`config.mk`:
```
export PLATFORM = sky130hd
export DESIGN_NAME = uart_cipher_sequencer
export DESIGN_NICKNAME = d
export VERILOG_FILES = /design/src/rtl/uart_cipher_sequencer.sv
export SDC_FILE = /design/constraint.sdc
export NUM_CORES = 1
export LEC_CHECK = 0
export CAP_MARGIN = 20
export CORE_MARGIN = 5
export CORE_UTILIZATION = 48
export CTS_CLUSTER_DIAMETER = 80
export CTS_CLUSTER_SIZE = 14
export DETAILED_ROUTE_END_ITERATION = 8
export GPL_TIMING_DRIVEN = 0
export PLACE_DENSITY_LB_ADDON = 0.1
export SYNTH_ARGS = -nofsm -noshare
export SYNTH_HDL_FRONTEND = slang
export SYNTH_SLANG_ARGS = --single-unit
```
`constraint.sdc`:
```
create_clock -name clk -period 2.2 [get_ports clk]
set_clock_uncertainty 0.15 [all_clocks]
set_input_delay 0.22 -clock clk [delete_from_list [all_inputs] [get_ports clk]]
set_output_delay 0.22 -clock clk [all_outputs]
set_load 0.01 [all_outputs]
```
`src/rtl/uart_cipher_sequencer.sv`:
```
// uart_cipher_sequencer
// Moves bytes UART rx -> letter fold -> hold register -> cipher core -> output
// FIFO -> UART tx, and keeps sticky/saturating link statistics for the LEDs.
//
// Cipher handshake: a request transfers on every clock edge where ci_valid and
// ci_ready are both high. ci_valid and ci_byte stay high/stable until then.
// Only one byte is ever in flight, and its FIFO slot is reserved up front, so
// the single-cycle co_valid pulse can always be pushed.
module uart_cipher_sequencer #(
  parameter int FIFO_DEPTH     = 4,
  parameter int TX_ACK_TIMEOUT = 8
) (
  input  logic       clk,
  input  logic       rst,
  input  logic       received,
  input  logic [7:0] rx_byte,
  input  logic       recv_error,
  input  logic       is_transmitting,
  output logic       transmit,
  output logic [7:0] tx_byte,
  output logic       ci_valid,
  output logic [7:0] ci_byte,
  input  logic       ci_ready,
  input  logic       co_valid,
  input  logic [7:0] co_byte,
  output logic [7:0] drop_count,
  output logic [7:0] rx_err_count,
  output logic       overrun,
  output logic       tx_timeout,
  output logic       busy,
  output logic [1:0] c_state_dbg,
  output logic [1:0] t_state_dbg
);

  localparam int AW = $clog2(FIFO_DEPTH);
  localparam int TW = $clog2(TX_ACK_TIMEOUT + 1);
  localparam logic [AW:0]   PTR_ONE    = {{AW{1'b0}}, 1'b1};
  localparam logic [TW-1:0] TIMER_ONE  = {{(TW-1){1'b0}}, 1'b1};
  localparam logic [TW-1:0] TIMER_LAST = TW'(TX_ACK_TIMEOUT - 1);

  typedef enum logic [1:0] {C_IDLE = 2'd0, C_REQ = 2'd1, C_WAIT = 2'd2} c_state_t;
  typedef enum logic [1:0] {T_IDLE = 2'd0, T_PULSE = 2'd1, T_ACK = 2'd2, T_DONE = 2'd3} t_state_t;

  c_state_t c_state, c_next;
  t_state_t t_state, t_next;

  logic          hold_full, hold_full_d;
  logic [7:0]    hold_data, hold_data_d;
  logic [7:0]    mem [FIFO_DEPTH];
  logic [AW:0]   wr_ptr, rd_ptr, wr_ptr_d, rd_ptr_d;
  logic [TW-1:0] timer;
  logic          fifo_full, fifo_empty;
  logic          is_upper, is_lower, is_letter;
  logic          hs, hold_free, load, drop, ovr, push, pop, ack_expired;
  logic          transmit_d, ci_valid_d, tx_timeout_d, busy_d;
  logic [7:0]    tx_byte_d, ci_byte_d;

  assign c_state_dbg = c_state;
  assign t_state_dbg = t_state;

  // Input classification, hold register and FIFO bookkeeping
  always_comb begin
    is_upper    = (rx_byte >= 8'h41) && (rx_byte <= 8'h5A);
    is_lower    = (rx_byte >= 8'h61) && (rx_byte <= 8'h7A);
    is_letter   = is_upper || is_lower;
    hs          = (c_state == C_REQ) && ci_ready;
    // A clearing handshake frees the hold register for a same-cycle load
    hold_free   = !hold_full || hs;
    load        = received && hold_free && is_letter;
    drop        = received && hold_free && !is_letter;
    ovr         = received && !hold_free;
    hold_full_d = load ? 1'b1 : (hs ? 1'b0 : hold_full);
    hold_data_d = load ? (is_lower ? rx_byte - 8'h20 : rx_byte) : hold_data;
    push        = (c_state == C_WAIT) && co_valid;
    pop         = (t_state == T_PULSE);
    fifo_empty  = (wr_ptr == rd_ptr);
    fifo_full   = (wr_ptr[AW] != rd_ptr[AW]) && (wr_ptr[AW-1:0] == rd_ptr[AW-1:0]);
    wr_ptr_d    = push ? wr_ptr + PTR_ONE : wr_ptr;
    rd_ptr_d    = pop ? rd_ptr + PTR_ONE : rd_ptr;
    ack_expired = (t_state == T_ACK) && !is_transmitting && (timer == TIMER_LAST);
  end

  // State registers for both FSMs
  always_ff @(posedge clk or posedge rst) begin
    if (rst) begin
      c_state <= C_IDLE;
      t_state <= T_IDLE;
    end else begin
      c_state <= c_next;
      t_state <= t_next;
    end
  end

  // Cipher FSM next state; entering C_REQ reserves the FIFO slot
  always_comb begin
    c_next = c_state;
    case (c_state)
      C_IDLE:  if (hold_full && !fifo_full) c_next = C_REQ;
      C_REQ:   if (ci_ready) c_next = C_WAIT;
      C_WAIT:  if (co_valid) c_next = C_IDLE;
      default: c_next = C_IDLE;
    endcase
  end

  // TX FSM next state
  always_comb begin
    t_next = t_state;
    case (t_state)
      T_IDLE:  if (!fifo_empty && !is_transmitting) t_next = T_PULSE;
      T_PULSE: t_next = T_ACK;
      T_ACK: begin
        if (is_transmitting) t_next = T_DONE;
        else if (ack_expired) t_next = T_IDLE;
      end
      T_DONE:  if (!is_transmitting) t_next = T_IDLE;
      default: t_next = T_IDLE;
    endcase
  end

  // Output decode: next values for the registered outputs
  always_comb begin
    ci_valid_d   = (c_next == C_REQ);
    ci_byte_d    = ci_byte;
    transmit_d   = (t_next == T_PULSE);
    tx_byte_d    = tx_byte;
    tx_timeout_d = tx_timeout || ack_expired;
    if ((c_state == C_IDLE) && (c_next == C_REQ)) ci_byte_d = hold_data;
    if ((t_state == T_IDLE) && (t_next == T_PULSE)) tx_byte_d = mem[rd_ptr[AW-1:0]];
    busy_d = (c_next != C_IDLE) || (t_next != T_IDLE) || hold_full_d || (wr_ptr_d != rd_ptr_d);
  end

  // Registered outputs
  always_ff @(posedge clk or posedge rst) begin
    if (rst) begin
      transmit   <= 1'b0;
      tx_byte    <= 8'h00;
      ci_valid   <= 1'b0;
      ci_byte    <= 8'h00;
      tx_timeout <= 1'b0;
      busy       <= 1'b0;
    end else begin
      transmit   <= transmit_d;
      tx_byte    <= tx_byte_d;
      ci_valid   <= ci_valid_d;
      ci_byte    <= ci_byte_d;
      tx_timeout <= tx_timeout_d;
      busy       <= busy_d;
    end
  end

  // Hold register
  always_ff @(posedge clk or posedge rst) begin
    if (rst) begin
      hold_full <= 1'b0;
      hold_data <= 8'h00;
    end else begin
      hold_full <= hold_full_d;
      hold_data <= hold_data_d;
    end
  end

  // Link statistics: saturating counters and sticky overrun
  always_ff @(posedge clk or posedge rst) begin
    if (rst) begin
      drop_count   <= 8'h00;
      rx_err_count <= 8'h00;
      overrun      <= 1'b0;
    end else begin
      if (drop && (drop_count != 8'hFF)) drop_count <= drop_count + 8'd1;
      if (recv_error && (rx_err_count != 8'hFF)) rx_err_count <= rx_err_count + 8'd1;
      if (ovr) overrun <= 1'b1;
    end
  end

  // FIFO pointers
  always_ff @(posedge clk or posedge rst) begin
    if (rst) begin
      wr_ptr <= '0;
      rd_ptr <= '0;
    end else begin
      wr_ptr <= wr_ptr_d;
      rd_ptr <= rd_ptr_d;
    end
  end

  // FIFO storage; contents are don't-care while the pointers say empty
  always_ff @(posedge clk) begin
    if (push) mem[wr_ptr[AW-1:0]] <= co_byte;
  end

  // Acknowledge timer, cleared on the transmit pulse
  always_ff @(posedge clk or posedge rst) begin
    if (rst) timer <= '0;
    else if (t_state == T_PULSE) timer <= '0;
    else if (t_state == T_ACK) timer <= timer + TIMER_ONE;
  end

endmodule
```
==> results of run 1 <==
-- worst paths after layout --
kind                                 from         end  slack [ns]  cells past startpoint
setup / recovery           t_state_dbg[1]  tx_byte[4]       -0.06                      8
hold / removal                        rst    transmit        0.19                      2
setup reg to reg           t_state_dbg[1]  tx_byte[4]       -0.06                      8
hold reg to reg                tx_timeout  tx_timeout        0.32                      1
max in group asynchronous             rst   wr_ptr[1]        1.08                      3
min in group clk               tx_timeout  tx_timeout        0.32                      1
-- worst max-delay path, delay by kind of cell (launching register included) --
kind	cells	cell delay [ns]
compound gates	3	0.60
buf+inv	2	0.27
fa+ha+maj	1	0.16
simple gates	1	0.16
mux	1	0.36
flops	1	0.46
-- per-layer routing --
layer,global-route usage (%),share of wire (%),wire length [um]
met1,22.25,44,3548
met2,25.15,49,3955
met3,4.437,5.1,409
met4,4.238,1.3,101
met5,0,0,0
-- through the flow --
stage / total power (W) / instances
floorplan: 0.004366 / 293
global placement: 0.005360 / 461
detailed placement: 0.005454 / 462
CTS: 0.007114 / 488
global route: 0.007912 / 497
finish: 0.007414 / 497
-- synthesized netlist by cell type (all sizes together) --
cell,n
or4,1
mux2i,1
xnor2,11
a32o,1
inv,17
or3,1
nand4b,2
nand2b,6
o21ba,1
a311oi,1
ha,15
and2,4
nor4,2
xor2,12
nand3,9
nor2,14
a21o,4
o21ai,8
and3,1
a21oi,3
nor3,7
or2,3
o2bb2ai,3
nand4,2
a31oi,2
mux4,8
o2111ai,1
dfrtp,60
o41ai,1
buf,4
edfxtp,32
mux2,25
nor4bb,1
nand3b,1
a22o,1
and4,1
o211ai,3
a211oi,1
nand2,20
nor2b,3
-- power by group --
group	internal, W	switching (W)	total, W	leakage [nW]
registers	0.00228	0.000428	0.00271	1.01
clock network	0.000760	0.000597	0.00136	0.116
logic	0.00191	0.00144	0.00334	1.10
-- cell type report --
cell class | instances | area, sq um
Buffer | 3 | 21.27
Clock buffer | 9 | 123.9
Clock inverter | 7 | 120.1
Fill cell | 584 | 2789
Inverter | 17 | 68.82
Multi-Input combinational cell | 180 | 1677
Sequential cell | 92 | 2469
Tap cell | 105 | 131.4
Timing Repair Buffer | 84 | 817.0
-- kinds of logic after synthesis --
| logic type | after synthesis |
|---|---|
| flip-flops | 92 |
| adder cells (fa/ha/maj) | 15 |
| multiplexers | 34 |
| buffers and inverters | 21 |
| AO/OA/AOI/OAI | 30 |
| AND/OR/NAND/NOR | 78 |
| XOR/XNOR | 23 |
-- state kept, by name (all words and copies together), names as in the netlist, 2 cells and up --
signal        cells
mem              32
ci_byte           8
drop_count        8
hold_data         8
rx_err_count      8
tx_byte           8
timer             4
rd_ptr            3
wr_ptr            3
c_state_dbg       2
t_state_dbg       2
-- timing repair --
action,4_1_cts,5_1_grt
buffers inserted,10,10
gates resized for setup,22,19
endpoints found under the setup margin,16,16
hold buffers,0,0
pin swaps,6,8
==> results.md, run 1 <==
* Status: complete, but fails checks
* Violated checks: negative setup slack
* Placed instance area at about 4800 sq um
* Gr usage total at between 10% and 20%
* Clk sinks at 92
* Slew Viols, Final at 0
* Synthesized flop and latch total at 92
* Vias in the first global route at about 2700
* Number of remaining DRC errors at 0
* Hold Crit Class: in2async
* Util after Layout at between 60% and 70%
* Combinational family with the most area after synthesis: multiplexers
* Gate count after technology mapping at about 290
* Final Hold Violating Endpoints at 0
* Via count at around 2600
* Via density at 5.205
* Commonest cells after routing, fill and taps aside: clkdlybuf4s50_1, dfrtp_1, edfxtp_1
* CP startpoint kind: register
* Chip Width at about 100 um
* Die footprint at about 10000 sq um
* CTS clock-pin slew for the worst setup and hold paths at about 0.090 ns
* WP data required at 2.29 ns
* MaxCap Viol Count at 0
* Final wirelength at between 8000 and 9000 um
* Max Root-Sink Buffers at 2
* Syn avg cell area at 13.81 sq um
* Layout cells sized above 1 at a little over a quarter
* Clock network latency to the later pin of the worst-skew pair at 0.35 ns
* Worst-Margin Slew at slightly below 0.8 ns
* Setup tns final at -0.3958 ns
* DRT iter0 DRCs at 82
* Initial antenna violation count at 0
* Complex-gate fraction of the synthesized area at about 5.4%
* Hold Worst Slack at between 0.15 and 0.2 ns
* F_max at ~0.44 GHz
* Root buffer cell: clkbuf_8
* CTS tree: built
* CP endpoint kind: register
* Max incr delay on CP at 0.46 ns
* TritonCTS Buffers at 9
* Core Box Area at between 8000 and 9000 sq um
* Sequential fraction of the synthesis area at between 60% and 70%
* PortBufs at 63
* Unique masters post-synth at 45
* Die Span Y at around 100 um
* CP max stage cell: dfrtp_2
* Synth warn at 0
* Commonest non-fill, non-tap cell in the layout: clkdlybuf4s50_1
* Critical Path AT at between 2 and 2.5 ns
* PD cells at 1366 nW/um^2
* IO Count at 64
* Fin nets at 425
* Post-Syn Area at between 4000 and 5000 sq um
* Diode count at 0
* Pre-CTS setup slack at -0.4744 ns
* GP Congestion at 0.7463
* DR WL/cell at around 16 um
* Final worst slack at -0.05733 ns
* Initial cell density of the core at between 40% and 50%
* Largest cells by area after synthesis: dfrtp_1, edfxtp_1, mux2_2
* Worst vdd ir at 0.7175 mV
* Largest net degree at the start of global routing at 36
* First-pass GRT wire length at between 10000 and 15000 um
* Hpwl dp at ~5400 um
* Final Instance Area at ~5400 sq um
* P&R area growth vs syn at 34.10%
* Remaining global-route overflow at 0
* Max-slew headroom at a little under half
* H-tree depth at 3
* Tmin final at 2.257 ns
* Period utilization at 102.6%
* Area share of fa/ha/maj cells after synthesis at approximately 4.6%
* CP max FO at 8
* Synth Net Count at about 330
* Synth Area in Simple Gates at 10.23%
* Multiplexer share of the synthesized area at 11.65%
* First-pass DRT Iterations at 4
* RSZ-0062 raised after global routing: true
* Cell row count at 33
* Cell Chain, Critical Path: buf_6 -> ha_2 -> a21o_1 -> o2bb2ai_2 -> a211oi_2 -> inv_1 -> nand3_4 -> mux2_2
* Synth area leader: dfrtp_1
* Yosys top cell area share at 37.09%
* Pleak at around 2.2 nW
* Setup violators final at 9
* Antenna Nets Post-Route at 0
* Setup CP Type: reg2reg
* Synth Area in XOR/XNOR at under 10%
No activity file was read; power rests on OpenSTA's default activity.
==> run 2, diff against run 1 <==
CORE_MARGIN = 2   (was 5)
==> run 2 against run 1 <==
  * The run still ends with negative setup slack left
  * Largest power group unchanged
  * Clock-buffer cell count unchanged
  * Register-to-register slack improved by 0.02 ns
  * Clock power down 10%
  * Critical path depth is 1 lower
  * First-iteration DRC count decreased by 20%
  * Combinational power fell by 6.3%
  * Hold slack worse by 0.13 ns
  * Via count shrank 1.3%
  * Critical endpoint is now busy
  * Sequential share of layout area rose by 0.97 points
  * Final area down 2.1%
  * Die area decreased by 11%
  * Highest routed layer unchanged
==> results.md, run 2 (same netlist as run 1, synthesis figures left out) <==
* Hold-fix buffers at CTS at 0 (unchanged)
* H-tree depth at 3 (unchanged)
* Setup violators final at 9 (unchanged)
* CP startpoint kind: primary input
* Max FFs per register at 32 (unchanged)
* Die footprint at 9183 sq um (-11%)
* Initial antenna violation count at 0 (unchanged)
* Crit Reg-Reg Startpoint: t_state_dbg[1]
* First-pass DRT Iterations at 4 (unchanged)
* Final worst slack at -0.03823 ns (+0.01910 ns)
* Hold Worst Slack at 0.05678 ns (-0.1324 ns)
* Slew Viols, Final at 0 (unchanged)
* Logic pwr share at 44.4% (-0.7 points)
* Commonest non-fill, non-tap cell in the layout: clkdlybuf4s50_1
* Cells on worst reg2reg path at 9 (+1)
* RSZ-0062 raised after global routing: true
* Diode count at 0 (unchanged)
* Status: complete, but fails checks
* Root buffer cell: clkbuf_8
* TritonCTS Buffers at 9 (unchanged)
* Final Instance Area at 5314 sq um (-2.1%)
* DRT iter0 DRCs at 66 (-20%)
* Period utilization at 101.7% (-0.87 points)
* Tmin final at 2.238 ns (-0.01910 ns)
* Vias in the first global route at 2579 (-2.9%)
* Worst-Margin Slew at 0.6072 ns (-0.1827 ns)
* Max Root-Sink Buffers at 2 (unchanged)
* Gr usage total at 18.05% (+2.0 points)
* WP data required at 2.28 ns (about the same)
* Via count at 2553 (-1.3%)
* DR WL/cell at 15.52 um (-3.7%)
* Setup tns final at -0.1338 ns (+0.2621 ns)
* Die Span Y at 95.83 um (-5.9%)
* Cell Chain, Critical Path: clkdlybuf4s50_1 -> ha_1 -> nand2b_1 -> a21oi_4 -> nor3_1 -> or3_1 -> or4_4
* NetSw at 0.002448 W (-0.60%)
* Internal at 0.004602 W (-7.1%)
* Pre-CTS setup slack at -0.4845 ns (-0.01009 ns)
* Cell row count at 33 (unchanged)
* Antenna Nets Post-Route at 0 (unchanged)
* Clock share of power at 17.3% (-1.0 points)
* Commonest cells after routing, fill and taps aside: clkdlybuf4s50_1, dfrtp_1, edfxtp_1
* Initial cell density of the core at 49.51% (+0.25 points)
* First-pass GRT wire length at 12430 um (-2.7%)
* Placed instance area at 4837 sq um (unchanged)
* Number of remaining DRC errors at 0 (unchanged)
* GP Congestion at 0.7495 (+0.43%)
* Setup CP Type: in2reg
* CP max FO at 4 (-4)
* Max incr delay on CP at 0.53 ns (+0.07 ns)
* Clk sinks at 92 (unchanged)
* CTS tree: built
* CTS clock-pin slew for the worst setup and hold paths at 0.10 ns (about the same)
* CP endpoint kind: register
* PD cells at 1327 nW/um^2 (-2.9%)
* F_max at 0.4468 GHz (+0.85%)
* Total power draw at 0.007049 W (-4.9%)
* Hpwl dp at 5084 um (-5.4%)
* Layout cells sized above 1 at 25.58% (-1.5 points)
* Worst vdd ir at 0.6133 mV (-15%)
* MaxCap Viol Count at 0 (unchanged)
* Switching Share at 34.72% (+1.5 points)
* Sequential share of power at 38.3% (+1.7 points)
* Pleak at 2.155 nW (-3.4%)
* Violated checks: negative setup slack
* Core Box Area at 8175 sq um (-0.50%)
* Via density at 5.189 (-0.31%)
* CP max stage cell: or4_4
* PortBufs at 63 (unchanged)
* Hold Crit Class: in2async
* Chip Width at 95.83 um (-5.9%)
* Final Hold Violating Endpoints at 0 (unchanged)
* IO Count at 64 (unchanged)
* Critical Path AT at 2.31 ns (-0.04 ns)
* P&R area growth vs syn at 31.28%
* Worst Setup SP: rx_byte[5]
* Clock network latency to the later pin of the worst-skew pair at 0.36 ns (about the same)
* Largest net degree at the start of global routing at 39 (+8.3%)
* Final wirelength at 7638 um (-4.7%)
* Remaining global-route overflow at 0 (unchanged)
* Fin nets at 420 (-1.2%)
* Max-slew headroom at 59.48% (+12 points)
run 2: cell types whose count changed in the layout (fill, tap and decap cells not counted), sizes merged:
cell,previous run,this run
buf,24,19
inv,19,22
clkinv,0,1
bufinv,3,1
clkinvlp,2,0
run 2: worst max-delay path, delay by kind of cell:
family	cells	cell delay (ns)
fa+ha+maj	1	0.23
compound gates	1	0.22
buf+inv	1	0.46
simple gates	4	1.20
run 2: through the flow:
stage	utilization, %	cells
finish	65.00	492
global route	65.00	492
CTS	64.36	487
detailed placement	59.17	462
global placement	58.92	461
floorplan	-	293
run 2: cell type report:
| class | instances | area, sq um |
|---|---|---|
| tap | 105 | 131.4 |
| buffer | 3 | 23.77 |
| clock inverter | 7 | 87.58 |
| clock buffer | 9 | 123.9 |
| timing repair buffer | 79 | 770.7 |
| multi-input combinational | 180 | 1642 |
| inverter | 17 | 66.31 |
| fill | 631 | 2861 |
| sequential | 92 | 2469 |
run 2: final timing paths:
| path | end | slack [ns] |
|---|---|---|
| max in group asynchronous | wr_ptr[0] | 1.23 |
| hold / removal | timer[0] | 0.06 |
| setup / recovery | busy | -0.04 |
| hold reg to reg | tx_timeout | 0.33 |
| setup reg to reg | busy | -0.04 |
| min in group clk | c_state_dbg[1] | 0.32 |
run 2: power by group through the flow:
stage	sequential (W)	combinational, W	clock, W
2_1_floorplan	0.00278	0.00158	0
3_3_place_gp	0.00271	0.00264	0
3_5_place_dp	0.00272	0.00270	0
4_1_cts	0.00272	0.00305	0.00124
5_1_grt	0.00278	0.00346	0.00131
6_report	0.00270	0.00313	0.00122
run 2: repair_timing:
action                     CTS  global route
setup endpoints to repair   16            16
buffers inserted             9             6
resized for setup           30             5
pin swaps                    6             8
run 2: layer usage:
metal | global-route usage, % | part of all wire [%] | up-vias
met5 | 0 | 0 | -
met1 | 24.12 | 46 | 1259
met3 | 3.289 | 3.2 | 9
li1 | - | - | 1233
met4 | 6.786 | 1.4 | 0
met2 | 29.60 | 50 | 52
==> run 3, diff against run 2 <==
CTS_BUF_LIST = sky130_fd_sc_hd__clkbuf_16   (was default)
PLACE_DENSITY_LB_ADDON = 0.15   (was 0.1)
==> run 3 against run 2 <==
  * The flow now finishes without violations
  * Routed wire length shrank 0.56%
  * Hold slack improved by 0.059 ns
  * Clock power rose by 30%
  * Fmax rose by 3.2%
  * Die area is the same
  * Highest routed layer unchanged
==> results.md, run 3 (same netlist as run 1, synthesis figures left out) <==
* Status: finished clean
* Slew Viols, Final at 0 (unchanged)
* Chip Width at 95.83 um (unchanged)
* Worst vdd ir at 0.6302 mV (+2.8%)
* Remaining global-route overflow at 0 (unchanged)
* TritonCTS Buffers at 9 (unchanged)
* DR WL/cell at 15.44 um (-0.56%)
* Final wirelength at 7595 um (-0.56%)
* Setup tns final at 0 ns (+0.1338 ns)
* Max-slew headroom at 61.10% (+1.6 points)
* Fin cells at 492 (unchanged)
* PD cells at 1367 nW/um^2 (+3.0%)
* IO Count at 64 (unchanged)
* CTS tree: built
* Die Span Y at 95.83 um (unchanged)
* First-pass GRT wire length at 12120 um (-2.5%)
* CTS clock-pin slew for the worst setup and hold paths at 0.07 ns (-0.03 ns)
* Clk sinks at 92 (unchanged)
* Crit Reg-Reg Startpoint: t_state_dbg[1]
* P&R area growth vs syn at 33.76%
* Clock network latency to the later pin of the worst-skew pair at 0.33 ns (-0.03 ns)
* Final Instance Area at 5414 sq um (+1.9%)
* PortBufs at 63 (unchanged)
* Max FFs per register at 32 (unchanged)
* Worst Setup SP: t_state_dbg[1]
* CP startpoint kind: register
* DRT iter0 DRCs at 160 (+140%)
* Cell row count at 33 (unchanged)
* Antenna Nets Post-Route at 0 (unchanged)
* Largest net degree at the start of global routing at 36 (-7.7%)
* Root buffer cell: clkbuf_16
* Initial cell density of the core at 49.51% (unchanged)
* CP endpoint kind: register
* Vias in the first global route at 2486 (-3.6%)
* Placed instance area at 4837 sq um (unchanged)
* Filler instances at 599 (-5.1%)
* Diode count at 0 (unchanged)
* Commonest non-fill, non-tap cell in the layout: clkdlybuf4s50_1
* Fin nets at 420 (unchanged)
* Core Box Area at 8175 sq um (unchanged)
* Initial antenna violation count at 0 (unchanged)
* Commonest cells after routing, fill and taps aside: clkdlybuf4s50_1, dfrtp_1, edfxtp_1
* Inst Count DP at 462 (unchanged)
* CP max FO at 8 (+4)
* F_max at 0.4613 GHz (+3.2%)
* Layout cells sized above 1 at 24.55% (-1.0 points)
* Hold-fix buffers at CTS at 0 (unchanged)
* Gr usage total at 17.77% (-0.28 points)
* Die footprint at 9183 sq um (unchanged)
* Critical Path AT at 2.24 ns (-0.07 ns)
* First-pass DRT Iterations at 4 (unchanged)
* Via count at 2566 (+0.51%)
* Worst-Margin Slew at 0.5826 ns (-0.02463 ns)
* Period utilization at 98.54% (-3.2 points)
* RSZ-0062 raised after global routing: true
* Hold Crit Class: in2async
* MaxCap Viol Count at 0 (unchanged)
* Hpwl dp at 5051 um (-0.66%)
* GP Congestion at 0.7560 (+0.87%)
* Max Root-Sink Buffers at 2 (unchanged)
* Setup CP Type: reg2reg
* Via density at 5.215 (+0.51%)
* Number of remaining DRC errors at 0 (unchanged)
* Cells on worst reg2reg path at 9 (unchanged)
* WP data required at 2.27 ns (about the same)
* Pleak at 2.242 nW (+4.0%)
* H-tree depth at 3 (unchanged)
* Tmin final at 2.168 ns (-0.07025 ns)
* Final Hold Violating Endpoints at 0 (unchanged)
* Setup violators final at 0 (-9)
[run 3: cell types whose count changed in the layout (fill, tap and decap cells not counted), moves of 2 or more]
cell / previous run / this run
clkbuf_8: 9 / 0
clkbuf_16: 0 / 9
dfrtp_1: 55 / 57
dfrtp_2: 5 / 3
inv_6: 3 / 1
mux2_2: 25 / 17
mux2_4: 0 / 8
[run 3: final cells by class]
cell class	count	area, sq um	share of cell area (%)
Buffer	3	21.27	0.3929
Clock buffer	9	225.2	4.160
Clock inverter	7	82.58	1.525
Inverter	17	63.81	1.179
Multi-Input combinational cell	180	1650	30.48
Sequential cell	92	2466	45.55
Tap cell	105	131.4	2.427
Timing Repair Buffer	79	773.2	14.28
[run 3: repair_timing]
| item | 4_1_cts | 5_1_grt |
|---|---|---|
| pin swaps | 2 | 7 |
| gates cloned | 0 | 0 |
| setup buffers | 8 | 7 |
| setup endpoints to repair | 16 | 16 |
| gates resized for setup | 13 | 23 |
[run 3: worst max-delay path: stages, from the launching register on]
cell and delay, ns:
dfrtp_1 0.40, inv_2 0.07, buf_6 0.12, ha_4 0.16
a21o_1 0.18, o2bb2ai_2 0.13, a211oi_2 0.23, inv_1 0.11
nand3_4 0.18, mux2_4 0.32
[run 3: power by group]
group | switching, W | total, W | internal [W]
Combinational | 0.00133 | 0.00311 | 0.00178
Clock | 0.000676 | 0.00158 | 0.000900
Sequential | 0.000430 | 0.00272 | 0.00229
[run 3: metrics by stage]
| stage | power, W | utilization, % | setup slack (ns) | hold slack (ns) |
|---|---|---|---|---|
| CTS | 0.007234 | 64.60 | 0.008875 | 0.1320 |
| detailed placement | 0.005422 | 59.17 | -0.5256 | 0.3184 |
| finish | 0.007401 | 66.22 | 0.03202 | 0.1160 |
| global placement | 0.005346 | 58.92 | -0.8273 | 0.2924 |
| global route | 0.007919 | 66.22 | -0.06797 | 0.1693 |
| floorplan | 0.004366 | - | -0.03347 | 0.1689 |
[run 3: per-layer routing]
layer,GRT usage [%],vias up,share of wire [%],routed length (um)
li1,-,1228,-,-
met2,27.51,60,49,3702
met1,24.60,1270,46,3514
met4,6.429,0,1.4,104
met5,0,-,0,0
met3,4.307,8,3.6,274
[run 3: path summary, 6_finish.rpt]
check	endpoint	slack, ns
max	tx_byte[3]	0.03
min	rx_err_count[4]	0.12
max reg2reg	tx_byte[3]	0.03
min reg2reg	tx_timeout	0.33
max in group asynchronous	wr_ptr[0]	1.17
min in group clk	hold_data[6]	0.19
